$ cat src/rtl/column_error_accumulator_pkg.sv
// Shared widths and FSM state type for the column error accumulator.
package ecomp_pkg;

  localparam int DEF_PSUM_W  = 24;
  localparam int DEF_EPROD_W = 16;
  localparam int DEF_ACC_W   = 32;

  typedef enum logic [0:0] {
    IDLE,
    ACCUM
  } state_e;

  // Tile index width; keeps a 1-bit field when only one beat forms a result.
  function automatic int tidx_w(input int num_tiles);
    return (num_tiles > 1) ? $clog2(num_tiles) : 1;
  endfunction

endpackage

$ cat src/rtl/column_error_accumulator_if.sv
// Beat input and result output handshake bundle of the column error accumulator.
interface column_error_accumulator_if
  import ecomp_pkg::*;
#(
  parameter int PSUM_W  = DEF_PSUM_W,
  parameter int EPROD_W = DEF_EPROD_W,
  parameter int ACC_W   = DEF_ACC_W
) ();

  logic               in_valid;
  logic               in_ready;
  logic [PSUM_W-1:0]  partial_sum_in;
  logic [EPROD_W-1:0] error_prod_in;
  logic               error_in;
  logic               out_valid;
  logic               out_ready;
  logic [ACC_W-1:0]   result_out;

  modport master (
    output in_valid, partial_sum_in, error_prod_in, error_in, out_ready,
    input  in_ready, out_valid, result_out
  );

  modport slave (
    input  in_valid, partial_sum_in, error_prod_in, error_in, out_ready,
    output in_ready, out_valid, result_out
  );

endinterface

$ cat src/rtl/column_error_accumulator_out_fifo.sv
// Synchronous output FIFO for column results; head reads as zero while empty.
module ecomp_out_fifo #(
  parameter int W     = 32,
  parameter int DEPTH = 2
) (
  input  logic         clk,
  input  logic         rst_n,
  input  logic         push_i,
  input  logic [W-1:0] data_i,
  input  logic         pop_i,
  output logic [W-1:0] data_o,
  output logic         valid_o,
  output logic         full_o
);

  localparam int PW = $clog2(DEPTH);

  logic [W-1:0]  mem_q [DEPTH];
  logic [PW-1:0] wr_q, wr_d, rd_q, rd_d;
  logic [PW:0]   cnt_q, cnt_d;
  logic          do_push, do_pop;

  assign valid_o = (cnt_q != '0);
  assign full_o  = (cnt_q == (PW+1)'(DEPTH));
  assign do_push = push_i && !full_o;
  assign do_pop  = pop_i && valid_o;
  assign data_o  = valid_o ? mem_q[rd_q] : '0;

  always_comb begin
    wr_d  = wr_q;
    rd_d  = rd_q;
    cnt_d = cnt_q;
    if (do_push) wr_d = wr_q + PW'(1);
    if (do_pop)  rd_d = rd_q + PW'(1);
    case ({do_push, do_pop})
      2'b10:   cnt_d = cnt_q + (PW+1)'(1);
      2'b01:   cnt_d = cnt_q - (PW+1)'(1);
      default: cnt_d = cnt_q;
    endcase
  end

  always_ff @(posedge clk) begin
    if (!rst_n) begin
      wr_q  <= '0;
      rd_q  <= '0;
      cnt_q <= '0;
    end else begin
      wr_q  <= wr_d;
      rd_q  <= rd_d;
      cnt_q <= cnt_d;
    end
  end

  // Storage needs no reset: the head is masked to zero until written.
  always_ff @(posedge clk) begin
    if (do_push) mem_q[wr_q] <= data_i;
  end

endmodule

$ cat src/rtl/column_error_accumulator.sv
// Applies deferred error compensation, sums NUM_TILES beats per column result, queues results.
// Optional ECOMP_ERR_COUNT_EN adds a saturating count of accepted beats with a pending error.
module column_error_accumulator
  import ecomp_pkg::*;
#(
  parameter int PSUM_W     = DEF_PSUM_W,
  parameter int EPROD_W    = DEF_EPROD_W,
  parameter int ACC_W      = DEF_ACC_W,
  parameter int NUM_TILES  = 4,
  parameter int FIFO_DEPTH = 2,
  localparam int TIDX_W    = tidx_w(NUM_TILES)
) (
  input  logic                clk,
  input  logic                rst_n,
  column_error_accumulator_if.slave bus,
  output logic [TIDX_W-1:0]   tile_idx
`ifdef ECOMP_ERR_COUNT_EN
  ,
  output logic [15:0]         err_count
`endif
);

  state_e              state_q, state_d;
  logic [ACC_W-1:0]    acc_q, acc_d;
  logic [TIDX_W-1:0]   tile_q, tile_d;
  logic [ACC_W-1:0]    corrected, sum;
  logic                fifo_full, accept, last_beat, push;

  assign bus.in_ready = !fifo_full;
  assign accept       = bus.in_valid && !fifo_full;
  assign corrected    = ACC_W'(bus.partial_sum_in)
                      + (bus.error_in ? ACC_W'(bus.error_prod_in) : '0);
  assign sum          = acc_q + corrected;
  assign last_beat    = (tile_q == TIDX_W'(NUM_TILES - 1));
  assign tile_idx     = tile_q;

  always_comb begin
    state_d = state_q;
    acc_d   = acc_q;
    tile_d  = tile_q;
    push    = 1'b0;
    case (state_q)
      IDLE: begin
        if (accept) begin
          if (last_beat) begin
            push = 1'b1;
          end else begin
            acc_d   = corrected;
            tile_d  = TIDX_W'(1);
            state_d = ACCUM;
          end
        end
      end
      ACCUM: begin
        if (accept) begin
          if (last_beat) begin
            push    = 1'b1;
            acc_d   = '0;
            tile_d  = '0;
            state_d = IDLE;
          end else begin
            acc_d  = sum;
            tile_d = tile_q + TIDX_W'(1);
          end
        end
      end
      default: begin
        acc_d   = '0;
        tile_d  = '0;
        state_d = IDLE;
      end
    endcase
  end

  always_ff @(posedge clk) begin
    if (!rst_n) begin
      state_q <= IDLE;
      acc_q   <= '0;
      tile_q  <= '0;
    end else begin
      state_q <= state_d;
      acc_q   <= acc_d;
      tile_q  <= tile_d;
    end
  end

  // In IDLE acc_q is zero, so sum is the single corrected beat when NUM_TILES==1.
  ecomp_out_fifo #(
    .W     (ACC_W),
    .DEPTH (FIFO_DEPTH)
  ) u_out_fifo (
    .clk     (clk),
    .rst_n   (rst_n),
    .push_i  (push),
    .data_i  (sum),
    .pop_i   (bus.out_ready),
    .data_o  (bus.result_out),
    .valid_o (bus.out_valid),
    .full_o  (fifo_full)
  );

`ifdef ECOMP_ERR_COUNT_EN
  logic [15:0] errc_q;

  always_ff @(posedge clk) begin
    if (!rst_n) begin
      errc_q <= '0;
    end else if (accept && bus.error_in && (errc_q != 16'hFFFF)) begin
      errc_q <= errc_q + 16'd1;
    end
  end

  assign err_count = errc_q;
`endif

endmodule
$ cat src/flat_wrapper.sv
// flat-port wrapper written by rule: the top's interface ports become plain ports
module column_error_accumulator_flat import ecomp_pkg::*;
#(
  parameter int PSUM_W     = DEF_PSUM_W,
  parameter int EPROD_W    = DEF_EPROD_W,
  parameter int ACC_W      = DEF_ACC_W,
  parameter int NUM_TILES  = 4,
  parameter int FIFO_DEPTH = 2,
  localparam int TIDX_W    = tidx_w(NUM_TILES)
)
  (clk, rst_n, tile_idx, bus_in_valid, bus_partial_sum_in, bus_error_prod_in, bus_error_in, bus_out_ready, bus_in_ready, bus_out_valid, bus_result_out);
  column_error_accumulator_if #(.PSUM_W(PSUM_W), .EPROD_W(EPROD_W), .ACC_W(ACC_W)) bus_i ();
  input  logic clk;
  input  logic rst_n;
  output logic [TIDX_W-1:0] tile_idx;
  input wire logic [$bits(bus_i.in_valid)-1:0] bus_in_valid;
  input wire logic [$bits(bus_i.partial_sum_in)-1:0] bus_partial_sum_in;
  input wire logic [$bits(bus_i.error_prod_in)-1:0] bus_error_prod_in;
  input wire logic [$bits(bus_i.error_in)-1:0] bus_error_in;
  input wire logic [$bits(bus_i.out_ready)-1:0] bus_out_ready;
  output wire logic [$bits(bus_i.in_ready)-1:0] bus_in_ready;
  output wire logic [$bits(bus_i.out_valid)-1:0] bus_out_valid;
  output wire logic [$bits(bus_i.result_out)-1:0] bus_result_out;
  assign bus_i.in_valid = bus_in_valid;
  assign bus_i.partial_sum_in = bus_partial_sum_in;
  assign bus_i.error_prod_in = bus_error_prod_in;
  assign bus_i.error_in = bus_error_in;
  assign bus_i.out_ready = bus_out_ready;
  assign bus_in_ready = bus_i.in_ready;
  assign bus_out_valid = bus_i.out_valid;
  assign bus_result_out = bus_i.result_out;
  column_error_accumulator #(.PSUM_W(PSUM_W), .EPROD_W(EPROD_W), .ACC_W(ACC_W), .NUM_TILES(NUM_TILES), .FIFO_DEPTH(FIFO_DEPTH)) u_core (.clk(clk), .rst_n(rst_n), .bus(bus_i), .tile_idx(tile_idx));
endmodule
$ cat config.mk
export PLATFORM = sky130hd
export DESIGN_NAME = column_error_accumulator_flat
export DESIGN_NICKNAME = d
export VERILOG_FILES = /design/src/rtl/column_error_accumulator_pkg.sv /design/src/rtl/column_error_accumulator_if.sv /design/src/rtl/column_error_accumulator_out_fifo.sv /design/src/rtl/column_error_accumulator.sv /design/src/flat_wrapper.sv
export SDC_FILE = /design/constraint.sdc
export NUM_CORES = 1
export LEC_CHECK = 0
export BUFFER_PORTS_ARGS = -buffer_cell sky130_fd_sc_hd__buf_2
export CAP_MARGIN = 20
export CORE_UTILIZATION = 30
export CTS_CLUSTER_SIZE = 25
export DETAILED_ROUTE_END_ITERATION = 10
export PLACE_DENSITY_LB_ADDON = 0.2
export SETUP_SLACK_MARGIN = 0.1
export SYNTH_ARGS = -nofsm -noshare
export SYNTH_HDL_FRONTEND = slang
export SYNTH_SLANG_ARGS = --single-unit
export TNS_END_PERCENT = 100
$ cat constraint.sdc
create_clock -name clk -period 9.74 [get_ports clk]
set_input_delay 0.974 -clock clk [delete_from_list [all_inputs] [get_ports clk]]
set_output_delay 0.974 -clock clk [all_outputs]
set_load 0.005 [all_outputs]
Yosys cells after proc, flatten, opt, wreduce, memory -nomap -nowiden
Memory sizes are Yosys's and may differ from the RTL's. A register that Yosys moved wholly into a read port is not among the register bits.
Index checks and enable logic that the tools add are counted.
{ "totals": {"ff_bits": 39, "ramBits": 64, "input_bits": 45, "wordCells": 52, "memories": 1} }
{ "memory_table": {"columns": ["memory", "words", "width", "read_ports", "rd_ports_with_merged_regs", "write_ports", "line", "rtl"], "rows": [
  ["u_core.u_out_fifo.mem_q", 2, 32, 1, 1, 1, "column_error_accumulator_out_fifo.sv:18", "logic [W-1:0] mem_q [DEPTH];"]
]} }
{ "op_classes": {"add_sub_neg": 7, "eq_ne": 7, "n_mux": 23, "bitwise": 1, "n_reduce_logical": 7} }
{ "op_table": {"columns": ["cell", "n"], "rows": [
  ["$mux W32", 5],
  ["$pmux W32 S2", 1],
  ["$add A24 B32 Y32", 1],
  ["$add A32 B32 Y32", 1],
  ["$mux W16", 1],
  ["$mux W1", 9],
  ["$mux W2", 4],
  ["$pmux W2 S2", 2],
  ["$eq A2 B2 Y1 const B", 3],
  ["$add A2 B1 Y2 const B", 2],
  ["$ne A2 B2 Y1 const B", 2],
  ["$reduce_bool A2 Y1", 2],
  ["$logic_and A1 B1 Y1", 3],
  ["$reduce_and A3 Y1", 1],
  ["$add A1 B1 Y1 const B", 2],
  ["$eq A2 B1 Y1 const B", 1],
  ["$ne A2 B1 Y1 const B", 1],
  ["$pmux W1 S2", 1],
  ["$sub A2 B1 Y2 const B", 1],
  ["$logic_not A1 Y1", 1],
  ["$not A1 Y1", 1]
]} }

Longest topological paths before layout
Gate-level depths: netlist (run 1).
{ "depth": {"ltp_word": 7, "depth_mapped": 23, "depth_no_buf": 21} }

Hierarchy
A second synthesis (run 1) with hierarchy kept.
{ "unflattened": {"cells_unflattened": 792, "hier_area_um2": 7265.7} }
{ "by_module_without_submodules": {"columns": ["mod", "n_inst", "cells_each", "area_each_um2", "seq_area_each_um2"], "rows": [
  ["column_error_accumulator", 1, 629, 4628.2, 700.7],
  ["ecomp_out_fifo", 1, 163, 2637.5, 2021.9]
]} }

Least setup slack after synthesis (run 1)
No wires, ideal clock.
{ "synth_timing": {"kind": "input port to flip-flop", "start": "in bus_error_in", "end": "reg u_core.acc_q[30]", "setup_time_ns": 0.069, "t_arrival_ns": 4.879, "t_required_ns": 9.671, "slack_ns": 4.792, "stages": 23, "cell_sequence": "clkbuf_1 nand2_1 inv_1 ha_1 a211oi_1 nor2_1 o31ai_1 a211o_1 and2_1 nand2b_1 a21oi_1 xnor2_1 ha_1 clkbuf_1 a21oi_1 o21ai_0 nand3_1 nand2_1 a21oi_4 o31ai_4 a41oi_4 or4_1 o21ai_1"} }
{ "synth_via": {"elab_chain_cells": 6, "word_cells_on_any_way": 8, "classes_between": "add/sub: 2; mux: 6"} }
{ "synth_lines": {"columns": ["element", "line", "rtl"], "rows": [
  ["start: declaration", "flat_wrapper.sv:19", "input wire logic [$bits(bus_i.error_in)-1:0] bus_error_in;"],
  ["$mux W16 (*)", "column_error_accumulator.sv:32", "+ (bus.error_in ? ACC_W'(bus.error_prod_in) : '0);"],
  ["$add A24 B32 Y32 (*)", "column_error_accumulator.sv:32", null],
  ["$add A32 B32 Y32", "column_error_accumulator.sv:33", "assign sum = acc_q + corrected;"],
  ["$mux W32", "column_error_accumulator.sv:56", "if (last_beat) begin"],
  ["$mux W32", "column_error_accumulator.sv:55", "if (accept) begin"],
  ["$pmux W32 S2 (*)", "column_error_accumulator.sv:42", "case (state_q)"],
  ["end signal: assignment", "column_error_accumulator.sv:78", "acc_q <= '0;"],
  ["end signal: assignment", "column_error_accumulator.sv:82", "acc_q <= acc_d;"],
  ["end: declaration", "column_error_accumulator.sv:24", "logic [ACC_W-1:0] acc_q, acc_d;"]
]} }
Every way passes the cells marked *; elsewhere a longest branch is shown, timed or not. The select of a mux whose other input is x is not followed.
A chain may end at the register's enable or synchronous reset.

Worst setup path in the final report (run 1)
{ "layout_timing": {"start": "in bus_error_in", "end": "mem u_core.u_out_fifo.mem_q[0][29] (data pin)"} }
{ "layout_via": {"elab_chain_cells": 3} }
{ "layout_lines": {"columns": ["element", "line", "rtl"], "rows": [
  ["$mux W16", "column_error_accumulator.sv:32", null],
  ["$add A24 B32 Y32", "column_error_accumulator.sv:32", null],
  ["$add A32 B32 Y32", "column_error_accumulator.sv:33", null],
  ["via u_core.sum[29]", "column_error_accumulator.sv:26", "logic [ACC_W-1:0] corrected, sum;"],
  ["end: declaration", "column_error_accumulator_out_fifo.sv:18", null]
]} }
The timed path passes the listed nets, and every way through them passes these cells.

==> results of run 1 <==
path summary, 6_finish.rpt:
kind	start	cells past startpoint	to
max	bus_error_in	22	u_core.u_out_fifo.mem_q[0][29]
min	u_core.acc_q[12]	2	u_core.acc_q[12]
min reg2reg	u_core.acc_q[12]	2	u_core.acc_q[12]
max reg2reg	u_core.acc_q[0]	11	u_core.u_out_fifo.mem_q[1][26]
cell families after synthesis:
group           Yosys count
buf+inv                  48
fa+ha+maj                49
mux                      38
compound gates          170
simple gates            237
xor+xnor                 51
flops                   104
state kept, by name, summed over array words and instances, names as in the netlist, named ones only:
signal and flops:
u_core.u_out_fifo.mem_q 64, u_core.u_out_fifo.rd_q 1, u_core.acc_q 32, u_core.u_out_fifo.cnt_q 2
u_core.tile_idx 2, u_core.u_out_fifo.wr_q 1
Yosys cell counts, drive strengths merged (6+ instances only):
library cell,count,area (sq um)
a21oi,45,236
clkbuf,21,78.8
xnor2,37,324
nand2b,9,56.3
inv,21,78.8
xor2,14,123
nor3,15,80.1
nand2,45,169
edfxtp,64,1920
and2,27,170
a21o,15,114
dfxtp,40,801
nor2,91,352
a211oi,6,45.0
buf,6,28.8
nor2b,6,37.5
o21a,10,75.1
nand3,14,70.1
nand4,10,62.6
o21ai,42,210
mux2i,37,370
ha,47,588
cell type report:
cell class                 count  area (sq um)
clock buffer                  10           229
clock inverter                 6          57.6
fill                        2248         14200
inverter                      21          78.8
multi-input combinational    545          3780
sequential                   104          2720
tap                          280           350
timing repair buffer          85           438
metal layers:
layer / part of all wire / wire length [microns] / GRT usage / vias up
met2: 0.42 / 7010 / 0.227 / 117
met4: 0.011 / 189 / 0.0415 / 0
met3: 0.041 / 677 / 0.0166 / 15
li1: - / - / - / 2679
met5: 0 / 0 / 0 / -
met1: 0.52 / 8650 / 0.219 / 2407
metrics by stage:
stage	worst slack, ns	util	instances
4_1_cts	4.23	0.351	1051
2_1_floorplan	4.79	-	697
3_5_place_dp	3.85	0.338	1035
3_3_place_gp	3.97	0.338	1035
5_1_grt	3.72	0.351	1051
6_report	4.28	0.351	1051
critical path: cells and delay by family:
kind                     cells  cell delay (ns)
AO/OA/AOI/OAI                9             2.18
XOR/XNOR                     2             0.44
adder cells (fa/ha/maj)      3             0.80
buffers and inverters        2             0.26
AND/OR/NAND/NOR              6             0.90
power groups by stage:
stage	Combinational, uW	Clock (uW)	Sequential, uW
floorplan	267	0	522
global placement	363	0	526
detailed placement	362	0	526
CTS	365	367	516
global route	406	385	518
finish	367	360	516
==> reports/qor.yml, run 1 <==
floorplan:
  die_x_microns: 151
  fp.coreArea_sq_um: 21800
  rows: 54
  die-area_sq_um: 22900
  start_util: 0.306
  die_height_microns: 151
  ioPinCount: 81
cells_and_area:
  layout_common_cells: "nor2_1 (87), buf_2 (80), edfxtp_1 (64)"
  layout.nets: 860
  drive_gt1_frac: 0.162
  fin_area_sq_um: 7660
  area_growth_pct: 14.6
  num_antenna_cells: 0
  final_common_cell: "nor2_1"
routing:
  vias: 5218
  routed_via_density: 4.96
  firstDrtPassIters: 4
  post_drt_wl_per_cell_microns: 15.7
  dr.first_iter.drc_count: 256
  routed_wl_mm: 16.5
  drtAntennaViolNets: 0
  route.detailed.drc: 0
timing:
  slew_headroom: 0.306
  timing.fmax_ghz: 0.183
  worst_hold_slack_ns: 0.478
  report.final.slew_viol_count: 0
  fin_tns_setup_ns: 0
  min_period_ns: 5.46
  tightest_slew_ns: 1.04
  rsz0062_at_grt: "no"
  setup_viol: 0
  finalHoldViolCount: 0
  min_period_over_period: 0.561
  fin_skew_ns: 0.0111
clock_network:
  postCtsSetupBuffers: 0
  cts_max_path_buffers: 2
  cts_max_level: 3
  post_cts_resized: 0
  clk_pin_slew_ns: 0.08
  clk_latency_ns: 0.35
  root_buffer: "clkbuf_16"
  numCtsBuffers: 9
  cts_tree: "yes"
  clock-sinks: 104
  cts-hold-fix-buffers: 0
place:
  globalplace.congestion: 0.832
  postPlaceCellArea_sq_um: 7370
  dp_hpwl_mm: 12.3
  portBuffers: 80
logic_synthesis:
  synth_top_family_by_area: "compound AO/OA/AOI/OAI gates"
  ys_warn_count: 0
  async_flop_share: 0
  synth_mux_area_frac: 0.0571
  netlist_instances: 697
  synth-xor-area-share: 0.0669
  synth_compound_area_frac: 0.176
  synthAdderAreaFrac: 0.0940
  ys.flop_type: "edfxtp_1"
  syn_area_per_cell_sq_um: 9.58
  ys_types: 72
  syn_nets: 791
  syn_area_sq_um: 6680
  synth_edf_count: 64
  yosysSeqAreaShare: 0.408
  yosys.area_share.simple: 0.171
  ys_ff_latch: 104
setup_path:
  critical_path_peak_fanout: 16
  worstSetupPathType: "input port to flop"
  crit_top_cell: "o21ai_0"
  cp_data_arrival_time_ns: 5.56
  cp-start-kind: "input port"
  reg2reg_setup_slack_ns: 6.49
  end_kind: "flop"
  worstPathCellList: "buf_2 -> and2_1 -> ha_1 -> inv_1 -> fa_1 -> nor2b_1 -> o31a_1 -> o2111ai_1 -> o21ai_0 -> a41oi_1 -> nor2_1 -> xor2_1 -> ha_1 -> nand2_1 -> o21ai_0 -> o21a_1 -> o21ai_0 -> nand2b_1 -> o211ai_1 -> a32oi_1 -> nand2_1 -> xnor2_1"
  critPathRequiredTime_ns: 9.84
  max_stage_delay_ns: 0.47
  cpMaxStageDelayCell: "a32oi_1"
power:
  p_sw_uw: 419
  p_leak_uw: 0.00305
  peakVddDrop_v: 0.0000747
  power_frac_seq: 0.415
  clkPwrFrac: 0.290
  p_int_uw: 825
  power_density_nw_per_um2: 162
  p_sw_frac: 0.337
  finalPower_uw: 1240
  comb_power_share: 0.295
global_routing:
  grt_usage: 0.149
  grt_pass1_vias: 4897
  overflow: 0
  antenna_found_initial: 0
  grt_max_degree: 33
  grt_pass1_wl_mm: 26.2
min_path:
  hold_class: "flop to flop"
run:
  cap_violations: 0
run_status:
  outcome: "finished clean"
Note: power is estimated with default switching activity, not from simulation.
==> run 2: changes to the inputs <==
==> constraint.sdc (replaced) <==
create_clock -name clk -period 5.7 [get_ports clk]
set_input_delay 0.57 -clock clk [delete_from_list [all_inputs] [get_ports clk]]
set_output_delay 0.57 -clock clk [all_outputs]
set_load 0.005 [all_outputs]
==> reports/qor.yml, run 2 (same netlist as run 1, synthesis figures left out) <==
cells_and_area:
  final_common_cell: "nor2_1"
  reg_top3: "u_core.u_out_fifo.mem_q x64, u_core.acc_q x32"
  multi_input_area_sq_um: 3780  # unchanged
  seqCellArea_sq_um: 2720  # unchanged
  layout_common_cells: "nor2_1 (87), buf_2 (80), edfxtp_1 (64)"
  largest_reg_flops: 64  # unchanged
  area_growth_pct: 15.7
  drive_gt1_frac: 0.164  # +0.00217
  largest-register: "u_core.u_out_fifo.mem_q"
  fillers: 2236  # -0.53%
  num_antenna_cells: 0  # unchanged
  layout.nets: 862  # +0.23%
routing:
  firstDrtPassIters: 4  # unchanged
  route.detailed.drc: 0  # unchanged
  dr.first_iter.drc_count: 204  # -20%
  routed_wl_mm: 16.6  # +0.19%
  post_drt_wl_per_cell_microns: 15.7  # about the same
  drtAntennaViolNets: 0  # unchanged
  routed_via_density: 4.96  # about the same
  vias: 5226  # +0.15%
min_path:
  hold_class: "flop to flop"
setup_path:
  critical_path_peak_fanout: 16  # unchanged
  cp_data_arrival_time_ns: 5.21  # -0.35 ns
  end_kind: "flop"
  critPathRequiredTime_ns: 5.96  # -3.88 ns
  worstSetupPathType: "input port to flop"
  cp-start-kind: "input port"
floorplan:
  die-area_sq_um: 22900  # unchanged
  fp.coreArea_sq_um: 21800  # unchanged
  die_x_microns: 151  # unchanged
  ioPinCount: 81  # unchanged
  start_util: 0.306  # unchanged
  die_height_microns: 151  # unchanged
  rows: 54  # unchanged
timing:
  timing.fmax_ghz: 0.202
  worst_hold_slack_ns: 0.479  # +0.00148 ns
  tightest_slew_ns: 1.06  # +0.0148 ns
  fin_skew_ns: 0.00848  # -0.00261 ns
  slew_headroom: 0.296  # -0.00984
  min_period_ns: 4.95
  fin_tns_setup_ns: 0  # unchanged
  setup_viol: 0  # unchanged
  min_period_over_period: 0.869
  report.final.slew_viol_count: 0  # unchanged
  finalHoldViolCount: 0  # unchanged
  rsz0062_at_grt: "no"
place:
  dp_hpwl_mm: 12.6  # +2.2%
  portBuffers: 80  # unchanged
  globalplace.congestion: 0.826  # -0.73%
global_routing:
  met1_usage: 0.223  # +0.00338
  grt_use_met3: 0.0217  # +0.00512
  grt_usage: 0.153  # +0.00407
  grt_pass1_vias: 4991  # +1.9%
  met2_usage: 0.237  # +0.00913
  overflow: 0  # unchanged
  top_usage_layer: "met2"
  grt_max_degree: 33  # unchanged
  antenna_found_initial: 0  # unchanged
  grt_pass1_wl_mm: 26.7  # +2.0%
clock_network:
  root_buffer: "clkbuf_16"
  cts_max_level: 3  # unchanged
  post_cts_resized: 0  # unchanged
  clock-sinks: 104  # unchanged
  cts_tree: "yes"
  clk_pin_slew_ns: 0.07  # about the same
  postCtsSetupBuffers: 0  # unchanged
  cts-hold-fix-buffers: 0  # unchanged
  cts_max_path_buffers: 2  # unchanged
  clk_latency_ns: 0.34  # about the same
  numCtsBuffers: 9  # unchanged
run_status:
  outcome: "finished clean"
power:
  p_leak_uw: 0.00308  # +1.2%
  power_density_nw_per_um2: 288  # +77%
  finalPower_uw: 2220  # +79%
  peakVddDrop_v: 0.000137  # +83%
run:
  cap_violations: 0  # unchanged
## run 2: changes by cell type in the layout (fill, tap and decap cells not counted)
cell       before  now
bufinv_16       0    3
buf_4           5    7
inv_8           2    0
clkinv_2        0    1
clkinv_4        1    0
inv_6           3    2
## run 2: worst max-delay path, cell delays in order
cell       delay, ns
buf_2           0.19
and2_1          0.15
ha_1            0.18
inv_1           0.06
fa_1            0.39
nor2b_1         0.15
o31a_1          0.18
o2111ai_1       0.16
o21ai_0         0.26
a41oi_1         0.29
nor2_1          0.20
xor2_1          0.26
ha_1            0.23
nand2_1         0.13
o21ai_0         0.43
nand2_1         0.09
o21ai_0         0.18
a21oi_1         0.13
o211ai_2        0.10
nand4_1         0.18
or4_1           0.50
a31oi_1         0.17
## run 2: cell type report
class                      count  share of cell area
clock buffer                  10              0.0296
clock inverter                 6              0.0146
inverter                      21              0.0102
multi-input combinational    545               0.489
sequential                   104               0.352
tap                          280              0.0453
timing repair buffer          87              0.0586
## run 2: path summary, 6_finish.rpt
path	startpoint	end	slack, ns	cells after the start
worst max-delay path	bus_error_in	u_core.acc_q[31]	0.75	22
worst min register to register	u_core.acc_q[12]	u_core.acc_q[12]	0.48	2
worst min-delay path	u_core.acc_q[12]	u_core.acc_q[12]	0.48	2
worst max register to register	u_core.acc_q[0]	u_core.u_out_fifo.mem_q[1][30]	2.49	11
## run 2: stage by stage
| stage | cells | worst slack (ns) | instance area, sq um | utilization |
|---|---|---|---|---|
| after floorplan | 697 | 1.16 | 6680 | - |
| after global placement | 1037 | 0.487 | 7390 | 0.338 |
| after detailed placement | 1037 | 0.360 | 7390 | 0.338 |
| after CTS | 1053 | 0.693 | 7730 | 0.354 |
| after global routing | 1053 | 0.293 | 7730 | 0.354 |
| final | 1053 | 0.749 | 7730 | 0.354 |
## run 2: where the power goes
part           switching, uW  total (uW)  leakage [uW]  internal (uW)
clock                    284         716      0.000167            432
combinational            385         623       0.00202            238
sequential              18.0         883      0.000899            865
total                    687        2220       0.00308           1530
## run 2: layer usage
| layer | vias up | wire [microns] |
|---|---|---|
| met5 | - | 0 |
| met4 | 0 | 157 |
| met2 | 108 | 7060 |
| li1 | 2677 | - |
| met3 | 12 | 639 |
| met1 | 2429 | 8710 |
